$ cat src/rtl/busca_decodifica.sv
// busca_decodifica: instruction fetch/decode stage that sits in front of the control unit.
// It holds the program counter and reads one 8-bit byte per instruction from a program
// ROM with one cycle of read latency. Each byte is split into opcode and operand.
// JMP and HALT are handled inside this stage. Every other opcode is sent to the control
// unit using the instrValida/execPronto handshake.
// Optional feature: define BUSCA_JZ_EN to handle JZ (jump if regA==0) inside this stage.
module busca_decodifica #(
   parameter int         ADDR_W   = 4,
   parameter logic [3:0] JMP_OPC  = 4'b1110,
   parameter logic [3:0] HALT_OPC = 4'b1111,
   parameter logic [3:0] JZ_OPC   = 4'b1011
) (
   input  logic              clock,
   input  logic              reset,
   input  logic              enable,
   output logic [ADDR_W-1:0] endProg,
   output logic              rdProg,
   input  logic [7:0]        dataProg,
   output logic [3:0]        opcode,
   output logic [3:0]        operando,
   output logic              instrValida,
   input  logic              execPronto,
   input  logic [7:0]        regA,
   output logic [ADDR_W-1:0] pc,
   output logic              parado
);

   typedef enum logic [2:0] {
      S_IDLE,
      S_FETCH,
      S_WAIT,
      S_DECODE,
      S_EXEC,
      S_HALT
   } state_t;

   state_t            state, state_next;
   logic [7:0]        ir;
   logic [ADDR_W-1:0] pc_next;
   logic [ADDR_W-1:0] jump_target;
   logic [ADDR_W-1:0] pc_inc;

   // The operand is zero-extended or truncated to the PC width.
   assign jump_target = ADDR_W'(ir[3:0]);
   // The increment wraps modulo 2^ADDR_W and no flag is raised.
   assign pc_inc      = pc + ADDR_W'(1);

`ifndef BUSCA_JZ_EN
   // regA and JZ_OPC are used only by the optional JZ path.
   logic unused_cfg;
   assign unused_cfg = ^{regA, (ir[7:4] == JZ_OPC)};
`endif

   // State, PC and instruction register. Reset is asynchronous and takes effect at once.
   always_ff @(posedge clock or posedge reset) begin
      // NOTE: sequential state uses non-blocking assignments. Every register then samples its pre-edge value.
      if (reset) begin
         state <= S_IDLE;
         pc    <= '0;
         ir    <= '0;
      end else begin
         state <= state_next;
         pc    <= pc_next;
         if (state == S_WAIT) ir <= dataProg;
      end
   end

   // Next-state and next-PC decision.
   always_comb begin
      // NOTE: defaults are assigned first. Any path that does not assign a value then holds it, and no latch is inferred.
      state_next = state;
      pc_next    = pc;
      case (state)
         S_IDLE:   if (enable) state_next = S_FETCH;
         S_FETCH:  state_next = S_WAIT;
         S_WAIT:   state_next = S_DECODE;
         S_DECODE: begin
            if (ir[7:4] == HALT_OPC) begin
               state_next = S_HALT;
            end else if (ir[7:4] == JMP_OPC) begin
               pc_next    = jump_target;
               state_next = S_FETCH;
`ifdef BUSCA_JZ_EN
            end else if (ir[7:4] == JZ_OPC) begin
               pc_next    = (regA == 8'h00) ? jump_target : pc_inc;
               state_next = S_FETCH;
`endif
            end else begin
               state_next = S_EXEC;
            end
         end
         S_EXEC: begin
            if (execPronto) begin
               pc_next    = pc_inc;
               state_next = enable ? S_FETCH : S_IDLE;
            end
         end
         S_HALT:   state_next = S_HALT;
         default:  state_next = S_IDLE;
      endcase
   end

   // The outputs decode the state directly. Because of this, reset clears them in the same cycle.
   assign rdProg      = (state == S_FETCH);
   assign endProg     = pc;
   assign instrValida = (state == S_EXEC);
   assign parado      = (state == S_HALT);
   assign opcode      = ir[7:4];
   assign operando    = ir[3:0];

endmodule
$ cat config.mk
export PLATFORM = sky130hd
export DESIGN_NAME = busca_decodifica
export DESIGN_NICKNAME = d
export VERILOG_FILES = /design/src/rtl/busca_decodifica.sv
export SDC_FILE = /design/constraint.sdc
export NUM_CORES = 1
export LEC_CHECK = 0
export CORE_MARGIN = 2
export CORE_UTILIZATION = 40
export DETAILED_ROUTE_END_ITERATION = 10
export PLACE_DENSITY = 0.78
export REMOVE_ABC_BUFFERS = 1
export SLEW_MARGIN = 20
export SYNTH_ARGS = -nofsm -noshare
export SYNTH_HDL_FRONTEND = slang
export SYNTH_SLANG_ARGS = --single-unit
$ cat constraint.sdc
create_clock -name clock -period 1.8 [get_ports clock]
set_input_delay 0.36 -clock clock [delete_from_list [all_inputs] [get_ports clock]]
set_output_delay 0.36 -clock clock [all_outputs]
set_load 0.05 [all_outputs]
== Yosys cells after proc, flatten, opt, wreduce, memory -nomap -nowiden ==
Cells that the tools add are included.

* Register bits after elaboration: 15
* Latch bits: 0
* Memory bits (writable): 0
* Memory bits (read-only): 0
* Input bits: 20
* Output and inout port bits: 19
* Word-level logic and storage cells: 29
* Memories kept: 0

* Add/subtract/negate cells: 1
* Multipliers: 0
* Divide/modulo/power cells: 0
* Order comparisons: 0
* Equal/unequal tests: 11
* Shift-type cells: 0
* Muxes and demuxes: 10
* Bitwise operators: 0
* Reduce and logical (&&, ||, !) cells: 4

{| class="wikitable"
|+ Operators with widths
! cell !! count
|-
| 3-bit case mux with 6 select lines || 1
|-
| 3-bit two-way mux || 4
|-
| 4-bit two-way mux || 3
|-
| 4-bit == test (second input constant) || 2
|-
| 4-bit case mux with 2 select lines || 1
|-
| 3-bit by 2-bit == test with 1-bit output (second input constant) || 2
|-
| 3-bit == test (second input constant) || 2
|-
| 2-bit inequality test (second input constant) || 3
|-
| 4-bit by 1-bit adder with 4-bit output (second input constant) || 1
|-
| 4-bit AND reduction || 1
|-
| 3-bit by 1-bit == test with 1-bit output (second input constant) || 1
|-
| 3-bit logical NOT || 1
|-
| 2-bit by 1-bit inequality test with 1-bit output (second input constant) || 1
|-
| 2-bit AND reduction || 1
|-
| 2-bit nonzero test || 1
|-
| 1-bit two-way mux || 1
|}

== Depth between registers and ports, before layout ==
* Depth in word-level cells: 4
* Gate-level depth with buffers: 4
* Gate-level depth less buffers: 4

== Worst setup path before layout ==
Ideal clock, no wire load.

* Path kind: reg-to-output
* From: register state[1]
* To: output port rdProg
* Arrival time: 1.622 ns
* Required time: 1.440 ns
* Slack: -0.182 ns
* Cell stages (with the launch flop): 3
* Buffers on the path: 1
* Path through: dfrtp_1 -> buf_4 -> nor3_1

* Cells in the longest elaborated chain, start to end: 1

{| class="wikitable"
|+ Ends and longest elaborated chain
! item !! RTL line !! source
|-
| start, declared || 37 || <nowiki>state_t state, state_next;</nowiki>
|-
| start signal, assigned || 62 || <nowiki>state <= state_next;</nowiki>
|-
| 3-bit by 1-bit == test with 1-bit output || 104 || <nowiki>assign rdProg = (state == S_FETCH);</nowiki>
|-
| end, declared || 17 || <nowiki>output logic rdProg,</nowiki>
|}

Every way passes these cells.

== Worst setup path after layout ==
* From: register state[0]
* To: output port instrValida

* Cells in the longest elaborated chain, start to end: 1

{| class="wikitable"
|+ Ends and longest elaborated chain
! item !! RTL line !! source
|-
| 3-bit == test || 106 || <nowiki>assign instrValida = (state == S_EXEC);</nowiki>
|-
| end, declared || 21 || <nowiki>output logic instrValida,</nowiki>
|}

Every way passes these cells.

==> results.json <==
{
  "netlist_instances": 69,
  "design.core.area_um2": 1980,
  "max-clock-path-buffers": 2,
  "numPortBuffers": 30,
  "multi_input_comb_area_um2": 418,
  "timing.final.hold_violations": 0,
  "cts-buffers-inserted": 3,
  "top_cell_types_by_occurrence_after_synthesis": "15 x sky130_fd_sc_hd__dfrtp_1, 9 x sky130_fd_sc_hd__mux2_2, 6 x sky130_fd_sc_hd__o211ai_1",
  "required_ns": 1.44,
  "slew-limit-headroom_pct": 61.9,
  "n_antenna_cell": 0,
  "post_route_minimum_period_ns": 1.71,
  "postRouteAntennaNets": 0,
  "post-route-util_pct": 60.0,
  "yosys_warnings": 0,
  "worst_slew_pin_slew_ns": 0.570,
  "critPathArrivalTime_ns": 1.35,
  "global_route_wire_length_before_repair_um": 3070,
  "cts.sinks": 15,
  "dpl.hpwl_um": 1290,
  "cts_tree": "done",
  "gr-total-overflow": 0,
  "flow.area_growth_from_synthesis_pct": 39.0,
  "drcViolationCount": 0,
  "skew_ns": 0.00301,
  "post-synth-top-area-fraction_pct": 43.9,
  "die_width_um": 50.3,
  "fillers": 159,
  "synth_seq_area_share_pct": 43.9,
  "synth-seq-cells": 15,
  "synth_enable_flop_cells": 0,
  "grt_max_degree": 16,
  "drive_gt1_share_pct": 45.5,
  "cts-hold-fix-buffers": 0,
  "synth.cell_area_um2": 856,
  "rsz0062_at_grt": "false",
  "cts_root_buf": "sky130_fd_sc_hd__clkbuf_4",
  "via_per_inst": 5.23,
  "floorplan.initialDensity_pct": 43.2,
  "synthArstFlopShare_pct": 100,
  "htree_num_levels": 1,
  "num_vias": 659,
  "routed_wl_um": 1740,
  "critical_path.startpoint_type": "register",
  "die-height_um": 50.3,
  "timing_worst_setup_path_type": "reg2out",
  "via_count_of_the_first_global_routing_pass": 698,
  "synth_top_cell_by_area": "sky130_fd_sc_hd__dfrtp_1",
  "path_type_of_the_worst_min_delay_path": "in2async",
  "avgRoutedWirePerCell_um": 13.8,
  "yosys.cell_count.top_type": "sky130_fd_sc_hd__dfrtp_1",
  "gpl.final_weighted_congestion": 0.780,
  "row_count": 16,
  "antenna_found_initial": 0,
  "timing.final.crit_share_pct": 95.1,
  "first_pass_iters": 4,
  "finalSetupViolations": 0,
  "worst_setup_path_end_kind": "primary output",
  "io_pins": 39,
  "nNetsFinal": 121,
  "slew_violations": 0,
  "synth_ff_type": "sky130_fd_sc_hd__dfrtp_1",
  "ys_top_cells_by_area": "sky130_fd_sc_hd__dfrtp_1 44%, sky130_fd_sc_hd__mux2_2 12%, sky130_fd_sc_hd__o211ai_1 5.3%, sky130_fd_sc_hd__buf_4 4.4%, sky130_fd_sc_hd__nor3b_4 4.4%",
  "worst_skew_pair.late_latency_ns": 0.29,
  "die_outline_area_um2": 2530,
  "global_route.usage.total_pct": 16.4,
  "final-seq-area_um2": 379,
  "clk_pin_slew_worst_paths_ns": 0.09,
  "netlist-cell-type-count": 27,
  "post_synth.cell_area_avg_um2": 12.4,
  "detailedRoute.firstIterationViolations": 5,
  "run_status": "completed",
  "maxCapViolations": 0,
  "max_freq_ghz": 0.584,
  "crit_path_max_fanout": 10
}
[cell usage in the layout (no fill, tap or decap), drive strengths merged, types with 2 or more instances in the layout]
master / Yosys / routed
nand3b: 2 / 2
inv: 2 / 2
o211ai: 6 / 6
o21ai: 2 / 2
clkdlybuf4s50: 0 / 11
mux2i: 2 / 2
buf: 7 / 22
nor3b: 2 / 2
nor2: 3 / 3
clkbuf: 0 / 4
a21o: 2 / 2
mux2: 11 / 11
dfrtp: 15 / 15
nand3: 3 / 3
[per-layer routing]
metal / part of all wire, % / track usage [%]
met1: 42 / 19.5
met2: 49 / 27.2
met3: 6.8 / 4.17
met4: 1.7 / 8.33
met5: 0 / 0
[logic make-up after synthesis]
group	share of synthesized area (%)
simple gates	18.3
flops	43.9
compound gates	10.8
mux	17.7
buf+inv	7.90
fa+ha+maj	1.46
[sequential cells by signal, indices dropped and copies added (netlist names)]
register  flops
endProg       4
state         3
ir            8
[what timing repair did]
item	4_1_cts	5_1_grt
gates resized for setup	2	2
setup endpoints to repair	2	3
buffers inserted	0	2
[path summary, 6_finish.rpt]
check | startpoint | to | slack [ns] | cells past startpoint
min | reset | ir[0] | 0.43 | 2
min reg2reg | ir[2] | ir[2] | 0.56 | 1
max | state[0] | instrValida | 0.09 | 3
max reg2reg | state[2] | ir[1] | 0.25 | 3
min in group clock | ir[2] | ir[2] | 0.56 | 1
max in group asynchronous | reset | state[1] | 0.97 | 2
[final cells by class]
cell class / count / share of cell area, %
multi-input cells: 45 / 35.1
flip-flops and latches: 15 / 31.9
repair buffers: 33 / 27.3
well taps: 27 / 2.84
clock buffers: 4 / 2.21
inverters: 2 / 0.631
[metrics by stage]
stage,TNS (ns),worst slack (ns),instances,hold slack [ns],area (um^2)
global placement,0,0.133,120,0.532,1130
floorplan,-0.674,-0.282,62,0.261,796
detailed placement,0,0.116,120,0.542,1130
global route,0,0.00540,126,0.490,1190
CTS,0,0.000564,124,0.449,1160
finish,0,0.0887,126,0.431,1190
[critical path: stages (launching register included)]
cell and delay (ns):
sky130_fd_sc_hd__dfrtp_2 0.50, sky130_fd_sc_hd__nor3b_4 0.23, sky130_fd_sc_hd__buf_4 0.19, sky130_fd_sc_hd__buf_12 0.14
Power is left out: the tool's default activity adds up to more than one toggle a clock period on the data nets, which glitch-free logic cannot reach.
==> RTL change (same flow settings) <==
Add an input register stage for `enable`, `dataProg` and `execPronto`; this delays them by one clock. The other inputs are not delayed to match.
--- a/src/rtl/busca_decodifica.sv
+++ b/src/rtl/busca_decodifica.sv
@@ -34,6 +34,16 @@
       S_HALT
    } state_t;
 
+   logic enable_q;
+   logic [7:0] dataProg_q;
+   logic execPronto_q;
+
+   always_ff @(posedge clock) begin
+      enable_q     <= enable;
+      dataProg_q   <= dataProg;
+      execPronto_q <= execPronto;
+   end
+
    state_t            state, state_next;
    logic [7:0]        ir;
    logic [ADDR_W-1:0] pc_next;
@@ -61,7 +71,7 @@
       end else begin
          state <= state_next;
          pc    <= pc_next;
-         if (state == S_WAIT) ir <= dataProg;
+         if (state == S_WAIT) ir <= dataProg_q;
       end
    end
 
@@ -71,7 +81,7 @@
       state_next = state;
       pc_next    = pc;
       case (state)
-         S_IDLE:   if (enable) state_next = S_FETCH;
+         S_IDLE:   if (enable_q) state_next = S_FETCH;
          S_FETCH:  state_next = S_WAIT;
          S_WAIT:   state_next = S_DECODE;
          S_DECODE: begin
@@ -90,9 +100,9 @@
             end
          end
          S_EXEC: begin
-            if (execPronto) begin
+            if (execPronto_q) begin
                pc_next    = pc_inc;
-               state_next = enable ? S_FETCH : S_IDLE;
+               state_next = enable_q ? S_FETCH : S_IDLE;
             end
          end
          S_HALT:   state_next = S_HALT;
Function: changed (a bounded check fails within 4 cycles, from zero or initial values and one cycle with reset high).
==> RTL change against the unedited design <==
- design area is 14% higher
- non-clock buffer count is 1 higher
- critical path depth stayed put
- synthesized area is 19% higher
- routed wire length is 8.6% higher
- sequential cell count is 10 higher
- synthesized cell count is 13% higher
- setup slack better by 0.0054 ns
Power is left out: the tool's default activity adds up to more than one toggle a clock period on the data nets, which glitch-free logic cannot reach.
==> RTL change: results (changes against the unedited design) <==
Outcome
  • Status: completed

Cells and area
  • Multi-input gate area: 390 um^2 (-6.6%)
  • FILL cells: 201 (+26%)
  • Layout cells sized above 1: 39.4% (-6.0 points)

Place
  • Area after DPL: 1310 um^2 (+16%)
  • Dpl hpwl: 1360 um (+5.7%)
  • RePlAce Congestion: 0.670 (-14%)
  • Placed cells: 133 (+11%)
  • Dpl ws: 0.211 ns (+0.0955 ns)

CTS
  • Clock-pin slew on the worst setup and hold paths: 0.13 ns (+0.04 ns)
  • Inserted Clock Buffers: 3 (unchanged)
  • CTS H-tree depth: 1 (unchanged)

Worst setup path
  • Worst Reg-to-Reg Cells: 4 (+1)
  • Worst R2R Setup Slack: 0.32 ns (+0.07 ns)
  • CP max FO: 11 (+1)
  • CP peak stage delay: 0.52 ns (+0.02 ns)

STA
  • Fin Clk Skew: 0.00213 ns (-0.000872 ns)
  • Least-Margin Pin Slew: 0.595 ns (+0.0247 ns)
  • Fin Hold WS: 0.413 ns (-0.0182 ns)

Detailed routing
  • WL met3: 81 um (-31%)
  • Met2 WL: 974 um (+14%)
  • Final wirelength: 1890 um (+8.6%)
  • Max Used Layer: met4
  • DRT met1 WL: 819 um (+11%)
  • Vias per cell: 5.09 (-2.7%)
  • Vias: 707 (+7.3%)

Logic synthesis
  • Asr flop ratio synth: 60.0% (-40 points)
  • Netlist cell types: 33 (+22%)
  • Area contributors post-synth: dfrtp_1 (37%), dfxtp_1 (20%), mux2_2 (6.6%)
  • Commonest cells in the netlist: dfrtp_1 (15), dfxtp_1 (10), buf_4 (6), mux2_2 (6)
  • Register area share after synthesis: 56.3% (+12 points)

GRT
  • First-pass GRT wire length: 3030 um (-1.3%)
  • Gr usage total: 14.2% (-2.2 points)
-- RTL change: cell types whose count changed in the layout (fill, tap and decap cells not counted), moves of 3 or more --
| cell | unedited run | this run |
|---|---|---|
| nand3_1 | 3 | 0 |
| and3_1 | 0 | 3 |
| o211ai_1 | 6 | 0 |
| mux2_2 | 9 | 6 |
| dfxtp_1 | 0 | 10 |
-- RTL change: repair_timing --
| action | 4_1_cts | 5_1_grt |
|---|---|---|
| setup buffers | 0 | 2 |
| endpoints found under the setup margin | 2 | 2 |
| resized for setup | 3 | 2 |
| hold endpoints to repair | 0 | 0 |
-- RTL change: per-layer routing --
layer,vias to the layer above,global-route usage (%)
met5,-,0
met4,0,1.25
met1,350,18.1
met3,2,3.55
li1,339,-
met2,16,25.1
-- RTL change: cell type report --
class                      count  area share [%]
inverter                       2           0.551
clock buffer                   4            1.93
timing repair buffer          34            23.5
tap                           30            2.76
sequential                    25            42.6
multi-input combinational     44            28.7
-- RTL change: worst max-delay path by stage --
stage | start | cells after the start | end | slack (ns)
finish | state[0] | 3 | instrValida | 0.09
global route | state[1] | 3 | parado | 0.02
floorplan | state[0] | 3 | endProg[0] | -0.34
detailed placement | state[1] | 4 | ir[1] | 0.21
global placement | state[1] | 4 | ir[3] | 0.28
CTS | state[2] | 3 | parado | -0.009
-- RTL change: kinds of logic after synthesis --
| kind of cell | Yosys count | synth area share, % |
|---|---|---|
| DFF | 25 | 56.3 |
| and+or+nand+nor | 20 | 16.2 |
| AOI/OAI and AO/OA | 14 | 10.4 |
| buffers and inverters | 9 | 6.24 |
| muxes | 8 | 8.81 |
| xor gates and xnor gates | 1 | 0.857 |
| adders and majority gates | 1 | 1.22 |
-- RTL change: critical path, delay by kind of cell (launching register included) --
family,cells,cell delay (ns)
buf+inv,2,0.29
flops,1,0.52
simple gates,1,0.24
